File: src/rtl/stego_msg_pkg.sv
// Shared constants and state encoding for the hidden-message encoder/decoder paths.
package stego_msg_pkg;

  localparam int unsigned MSG_WORD_W       = 32;
  localparam int unsigned MSG_NIBBLE_W     = 4;
  localparam int unsigned NIBBLES_PER_WORD = MSG_WORD_W / MSG_NIBBLE_W;
  localparam int unsigned NIB_IDX_W        = $clog2(NIBBLES_PER_WORD);

  typedef enum logic {
    ASM_IDLE    = 1'b0,
    ASM_COLLECT = 1'b1
  } asm_state_t;

endpackage

File: src/rtl/decoder_msg_assembler.sv
// Packs decoded msg nibbles LSB-first into 32-bit words and pushes them into the msg output FIFO.
module decoder_msg_assembler
  import stego_msg_pkg::*;
#(
  parameter int unsigned NUM_BLOCKS_PER_CIMG = 14400
) (
  input  logic                    decoder_clk,
  input  logic                    decoder_reset,
  input  logic [MSG_NIBBLE_W-1:0] decoded_nibble,
  input  logic                    decoded_nibble_valid,
  input  logic                    msg_flush,
  input  logic                    msg_outfifo_full,
  output logic                    msg_outfifo_wr_en,
  output logic [MSG_WORD_W-1:0]   msg_outfifo_din,
  output logic                    msg_asm_ready,
  output logic                    frame_done,
  output logic                    msg_overflow
);

  localparam int unsigned BLK_W = $clog2(NUM_BLOCKS_PER_CIMG + 1);

  asm_state_t            state_q, state_d;
  logic [MSG_WORD_W-1:0] asm_word_q, asm_word_d;
  logic [NIB_IDX_W-1:0]  nib_idx_q, nib_idx_d;
  logic [MSG_WORD_W-1:0] pend_word_q, pend_word_d;
  logic                  pend_valid_q, pend_valid_d;
  logic [BLK_W-1:0]      blk_cnt_q, blk_cnt_d;
  logic                  asm_ready_q, asm_ready_d;
  logic                  frame_done_q, frame_done_d;
  logic                  overflow_q, overflow_d;

  logic [MSG_WORD_W-1:0] merged_word;
  logic [MSG_WORD_W-1:0] commit_word;
  logic [BLK_W-1:0]      blk_next;
  logic                  commit;
  logic                  frame_end;

  // FIFO side is driven straight from the pend register.
  assign msg_outfifo_wr_en = pend_valid_q & ~msg_outfifo_full;
  assign msg_outfifo_din   = pend_word_q;
  assign msg_asm_ready     = asm_ready_q;
  assign frame_done        = frame_done_q;
  assign msg_overflow      = overflow_q;

  // Next-state: nibble absorption, flush/frame-end close-out and the single commit into pend.
  always_comb begin
    state_d      = state_q;
    asm_word_d   = asm_word_q;
    nib_idx_d    = nib_idx_q;
    pend_word_d  = pend_word_q;
    pend_valid_d = pend_valid_q;
    blk_cnt_d    = blk_cnt_q;
    asm_ready_d  = asm_ready_q;
    frame_done_d = 1'b0;
    overflow_d   = overflow_q;
    commit       = 1'b0;
    commit_word  = '0;

    merged_word = asm_word_q;
    merged_word[{nib_idx_q, 2'b00} +: MSG_NIBBLE_W] = decoded_nibble;
    blk_next  = blk_cnt_q + BLK_W'(1);
    frame_end = (blk_next == BLK_W'(NUM_BLOCKS_PER_CIMG));

    if (msg_outfifo_wr_en) begin
      pend_valid_d = 1'b0;
    end

    case (state_q)
      ASM_IDLE: begin
        if (decoded_nibble_valid) begin
          asm_word_d  = MSG_WORD_W'(decoded_nibble);
          nib_idx_d   = NIB_IDX_W'(1);
          blk_cnt_d   = BLK_W'(1);
          asm_ready_d = 1'b1;
          state_d     = ASM_COLLECT;
        end
      end
      ASM_COLLECT: begin
        if (decoded_nibble_valid) begin
          blk_cnt_d = blk_next;
          // A full word, a same-cycle flush, or frame end all close out the merged word once.
          if ((nib_idx_q == NIB_IDX_W'(NIBBLES_PER_WORD - 1)) || msg_flush || frame_end) begin
            commit      = 1'b1;
            commit_word = merged_word;
            asm_word_d  = '0;
            nib_idx_d   = '0;
          end else begin
            asm_word_d = merged_word;
            nib_idx_d  = nib_idx_q + NIB_IDX_W'(1);
          end
          if (frame_end) begin
            frame_done_d = 1'b1;
            asm_ready_d  = 1'b0;
            blk_cnt_d    = '0;
            state_d      = ASM_IDLE;
          end
        end else if (msg_flush && (nib_idx_q != '0)) begin
          commit      = 1'b1;
          commit_word = asm_word_q;
          asm_word_d  = '0;
          nib_idx_d   = '0;
        end
      end
      default: state_d = ASM_IDLE;
    endcase

    // Pend accepts a word only if it is empty or draining this cycle; otherwise the new word is lost.
    if (commit) begin
      if (!pend_valid_q || msg_outfifo_wr_en) begin
        pend_word_d  = commit_word;
        pend_valid_d = 1'b1;
      end else begin
        overflow_d = 1'b1;
      end
    end
  end

  // State register with synchronous reset.
  always_ff @(posedge decoder_clk) begin
    if (decoder_reset) begin
      state_q      <= ASM_IDLE;
      asm_word_q   <= '0;
      nib_idx_q    <= '0;
      pend_word_q  <= '0;
      pend_valid_q <= 1'b0;
      blk_cnt_q    <= '0;
      asm_ready_q  <= 1'b0;
      frame_done_q <= 1'b0;
      overflow_q   <= 1'b0;
    end else begin
      state_q      <= state_d;
      asm_word_q   <= asm_word_d;
      nib_idx_q    <= nib_idx_d;
      pend_word_q  <= pend_word_d;
      pend_valid_q <= pend_valid_d;
      blk_cnt_q    <= blk_cnt_d;
      asm_ready_q  <= asm_ready_d;
      frame_done_q <= frame_done_d;
      overflow_q   <= overflow_d;
    end
  end

endmodule

File: config.mk
export PLATFORM = sky130hd
export DESIGN_NAME = decoder_msg_assembler
export DESIGN_NICKNAME = d
export VERILOG_FILES = /design/src/rtl/stego_msg_pkg.sv /design/src/rtl/decoder_msg_assembler.sv
export SDC_FILE = /design/constraint.sdc
export NUM_CORES = 1
export LEC_CHECK = 0
export ABC_AREA = 1
export BUFFER_PORTS_ARGS = -buffer_cell sky130_fd_sc_hd__buf_2
export CORE_ASPECT_RATIO = 1.5
export CORE_MARGIN = 3
export CORE_UTILIZATION = 45
export CTS_BUF_LIST = sky130_fd_sc_hd__clkbuf_4
export DETAILED_ROUTE_END_ITERATION = 7
export PLACE_DENSITY = 0.74
export SYNTH_ARGS = -nofsm -noshare
export SYNTH_HDL_FRONTEND = slang
export SYNTH_SLANG_ARGS = --single-unit
export TNS_END_PERCENT = 50
File: constraint.sdc
create_clock -name decoder_clk -period 2.6 [get_ports decoder_clk]
set_input_delay 0.26 -clock decoder_clk [delete_from_list [all_inputs] [get_ports decoder_clk]]
set_output_delay 0.26 -clock decoder_clk [all_outputs]
set_load 0.01 [all_outputs]
==> flow_metrics.tcl <==
set metrics [dict create \
    startpoint_type "flip-flop" \
    wl_met1_um 4910 \
    synthSimpleGateAreaFrac_pct 35.5 \
    fin_crit_ns 2.34 \
    synth_edf_count 0 \
    cp.buffers_inverters 2 \
    final_cell_mix "nand2_1, nor2_1, inv_1, dfxtp_1, o21ai_0" \
    tns_ns 0 \
    cts_buffers 9 \
    tightest_slew_ns 0.861 \
    post_cts_resized 0 \
    die_area_sq_mm 0.0115 \
    crit_chain "inv_1, ha_1, ha_1, inv_1, nand3_1, or2_2, nand2_1, o21ai_0, a22oi_1, nand4_1, nand2_1, nor2_1" \
    clk_pin_slew_ns 0.13 \
    area_growth_pct 9.97 \
    cpMaxStageDelayCell "dfxtp_2" \
    crit_type "flip-flop to flip-flop" \
    critPathMaxStageDelay_ns 0.40 \
    synth_nets 750 \
    via_count 4619 \
    synth-xor-area-share_pct 0.191 \
    yosysUniqueCellTypes 29 \
    wl_met3_um 560 \
    final_common_cell "nand2_1" \
    antenna_found_initial 0 \
    grt_first_pass_wirelength_um 19000 \
    yosysSeqAreaShare_pct 37.5 \
    min_period_over_period_pct 90.1 \
    place_congestion 0.845 \
    core_area_sq_mm 0.00980 \
    track_usage_pct 20.7 \
    grt_max_degree 51 \
    syn_area_sq_mm 0.00459 \
    cts_hold_buf 0 \
    rows 44 \
    wl_um 11500 \
    min_path_cells 3 \
    vdd_drop_max_uv 475 \
    avgRoutedWirePerCell_um 12.9 \
    nets 784 \
    place_inst 874 \
    ys_ff_latch 86 \
    clock_latency_ns 0.46 \
    clockRootBuffer "clkbuf_4" \
    status "completed" \
    diodes 0 \
    syn_inst 736 \
    grt_pass1_vias 4158 \
    die_w_um 88.5 \
    syn_area_per_cell_sq_um 6.24 \
    muxShareOfSynthArea_pct 0 \
    yosys_warnings 0 \
    drt_first_pass_iters 5 \
    required_ns 2.97 \
    portBuffers 44 \
    cap_viol_max_count 0 \
    cp.depth 12 \
    clock_path_buffers 2 \
    drv_slew 0 \
    power.density_mw_per_mm2 508 \
    hp-class "primary input to flip-flop" \
    synthAdderAreaFrac_pct 1.36 \
    stdcell_count 889 \
    start_util_pct 46.9 \
    hold_viol 0 \
    ys.flop_type "dfxtp_1" \
    drt_iter0_markers 497 \
    drive_gt1_share_pct 12.0 \
    route.met2.wl_um 5780 \
    routed_via_density 5.20 \
    ant_nets 0 \
    synth_compound_area_share_pct 14.2 \
    ff2ff_path_depth 12 \
    ioPinCount 45 \
    cts_tree "built" \
    rsz0062_at_grt "false" \
    dpl.hpwl_um 7910 \
    post_cts_buffers 0 \
    synth_top_family_by_area "simple AND/OR/NAND/NOR gates" \
    max_slew_margin_pct 42.5 \
    power.total_uw 2570 \
    p_leak_uw 0.00234 \
    highest_layer "met4" \
    critPathMaxFanout 8 \
    grt-ovfl-total 0 \
    finalSetupViolations 0 \
    drc_errors 0 \
    fmax_ghz 0.427 \
    critPathTopFamily "simple AND/OR/NAND/NOR gates" \
    hold_ws_ns 0.100 \
    end_kind "flip-flop" \
    die_y_um 130 \
    clock_sinks 86 \
    htree_levels 3 \
    critical_path_arrival_ns 2.71 \
    skew_ns 0.00986 \
    async_reset_ff_share_pct 0 \
]
[report_power, final]
part | leakage [uW] | switching (uW) | total [uW] | internal, uW
registers | 0.000699 | 28.5 | 1400 | 1370
logic | 0.00157 | 260 | 382 | 122
clock network | 0.0000755 | 459 | 789 | 330
[logic make-up after synthesis]
| group | count (synthesis) |
|---|---|
| AND/OR/NAND/NOR | 394 |
| buffers and inverters | 126 |
| AO/OA/AOI/OAI | 124 |
| flip-flops | 86 |
| adder cells (fa/ha/maj) | 5 |
| XOR/XNOR | 1 |
[metrics by stage]
| step | area [sq um] | utilization, % | setup slack, ns |
|---|---|---|---|
| final | 5050 | 51.6 | 0.259 |
| after global placement | 4920 | 50.2 | 0.351 |
| after floorplan | 4590 | - | 0.399 |
| after detailed placement | 4920 | 50.2 | 0.232 |
| after CTS | 5050 | 51.5 | 0.206 |
| after global routing | 5050 | 51.6 | 0.0259 |
[per-layer routing]
metal / vias to the layer above / track usage, %
li1: 2382 / -
met3: 21 / 3.03
met4: 0 / 7.92
met2: 114 / 36.8
met5: - / 0
met1: 2102 / 24.8
[worst reg2reg max path: stages, from the launching register on]
cell and delay, ns:
dfxtp_2 0.40, inv_1 0.11, ha_1 0.23, ha_1 0.33, inv_1 0.14, nand3_1 0.08
or2_2 0.36, nand2_1 0.07, o21ai_0 0.10, a22oi_1 0.18, nand4_1 0.14, nand2_1 0.08
nor2_1 0.05
[cells in the mapped netlist (4+ instances only)]
library cell  number  area, sq um
inv_1             90          338
o21ai_0           56          280
nor2_2             5         31.3
inv_2              4         15.0
ha_1               5         62.6
a21oi_1           47          235
nand2_2            4         25.0
dfxtp_1           86         1720
o22ai_1           15         93.8
clkbuf_1          21         78.8
nand2_1          225          845
buf_6              4         45.0
nor2_1           104          390
nand3_1           35          175
nand4_1            9         56.3
[cell type report]
class	count	area [sq um]
repair buffers	55	340
flip-flops and latches	86	1720
inverters	94	353
well taps	115	144
clock buffers	13	97.6
multi-input cells	524	2360
clock inverters	2	33.8
fillers	1008	4750
[final timing paths]
path | end | startpoint | slack (ns)
worst max-delay path | msg_outfifo_din[1]$_SDFFE_PP0P_ | nib_idx_q[0]$_SDFFE_PP0P_ | 0.26
worst min-delay path | msg_overflow$_SDFFE_PP0P_ | msg_outfifo_full | 0.10
worst max register to register | msg_outfifo_din[1]$_SDFFE_PP0P_ | nib_idx_q[0]$_SDFFE_PP0P_ | 0.26
worst min register to register | asm_word_q[16]$_SDFFE_PP0P_ | asm_word_q[16]$_SDFFE_PP0P_ | 0.48
[sequential cells by signal, indices dropped and copies added, names as in the netlist, 3 cells and up]
name and flops:
msg_outfifo_din 32, asm_word_q 32, nib_idx_q 3, blk_cnt_q 14
Power figures use the tool's default switching activity.
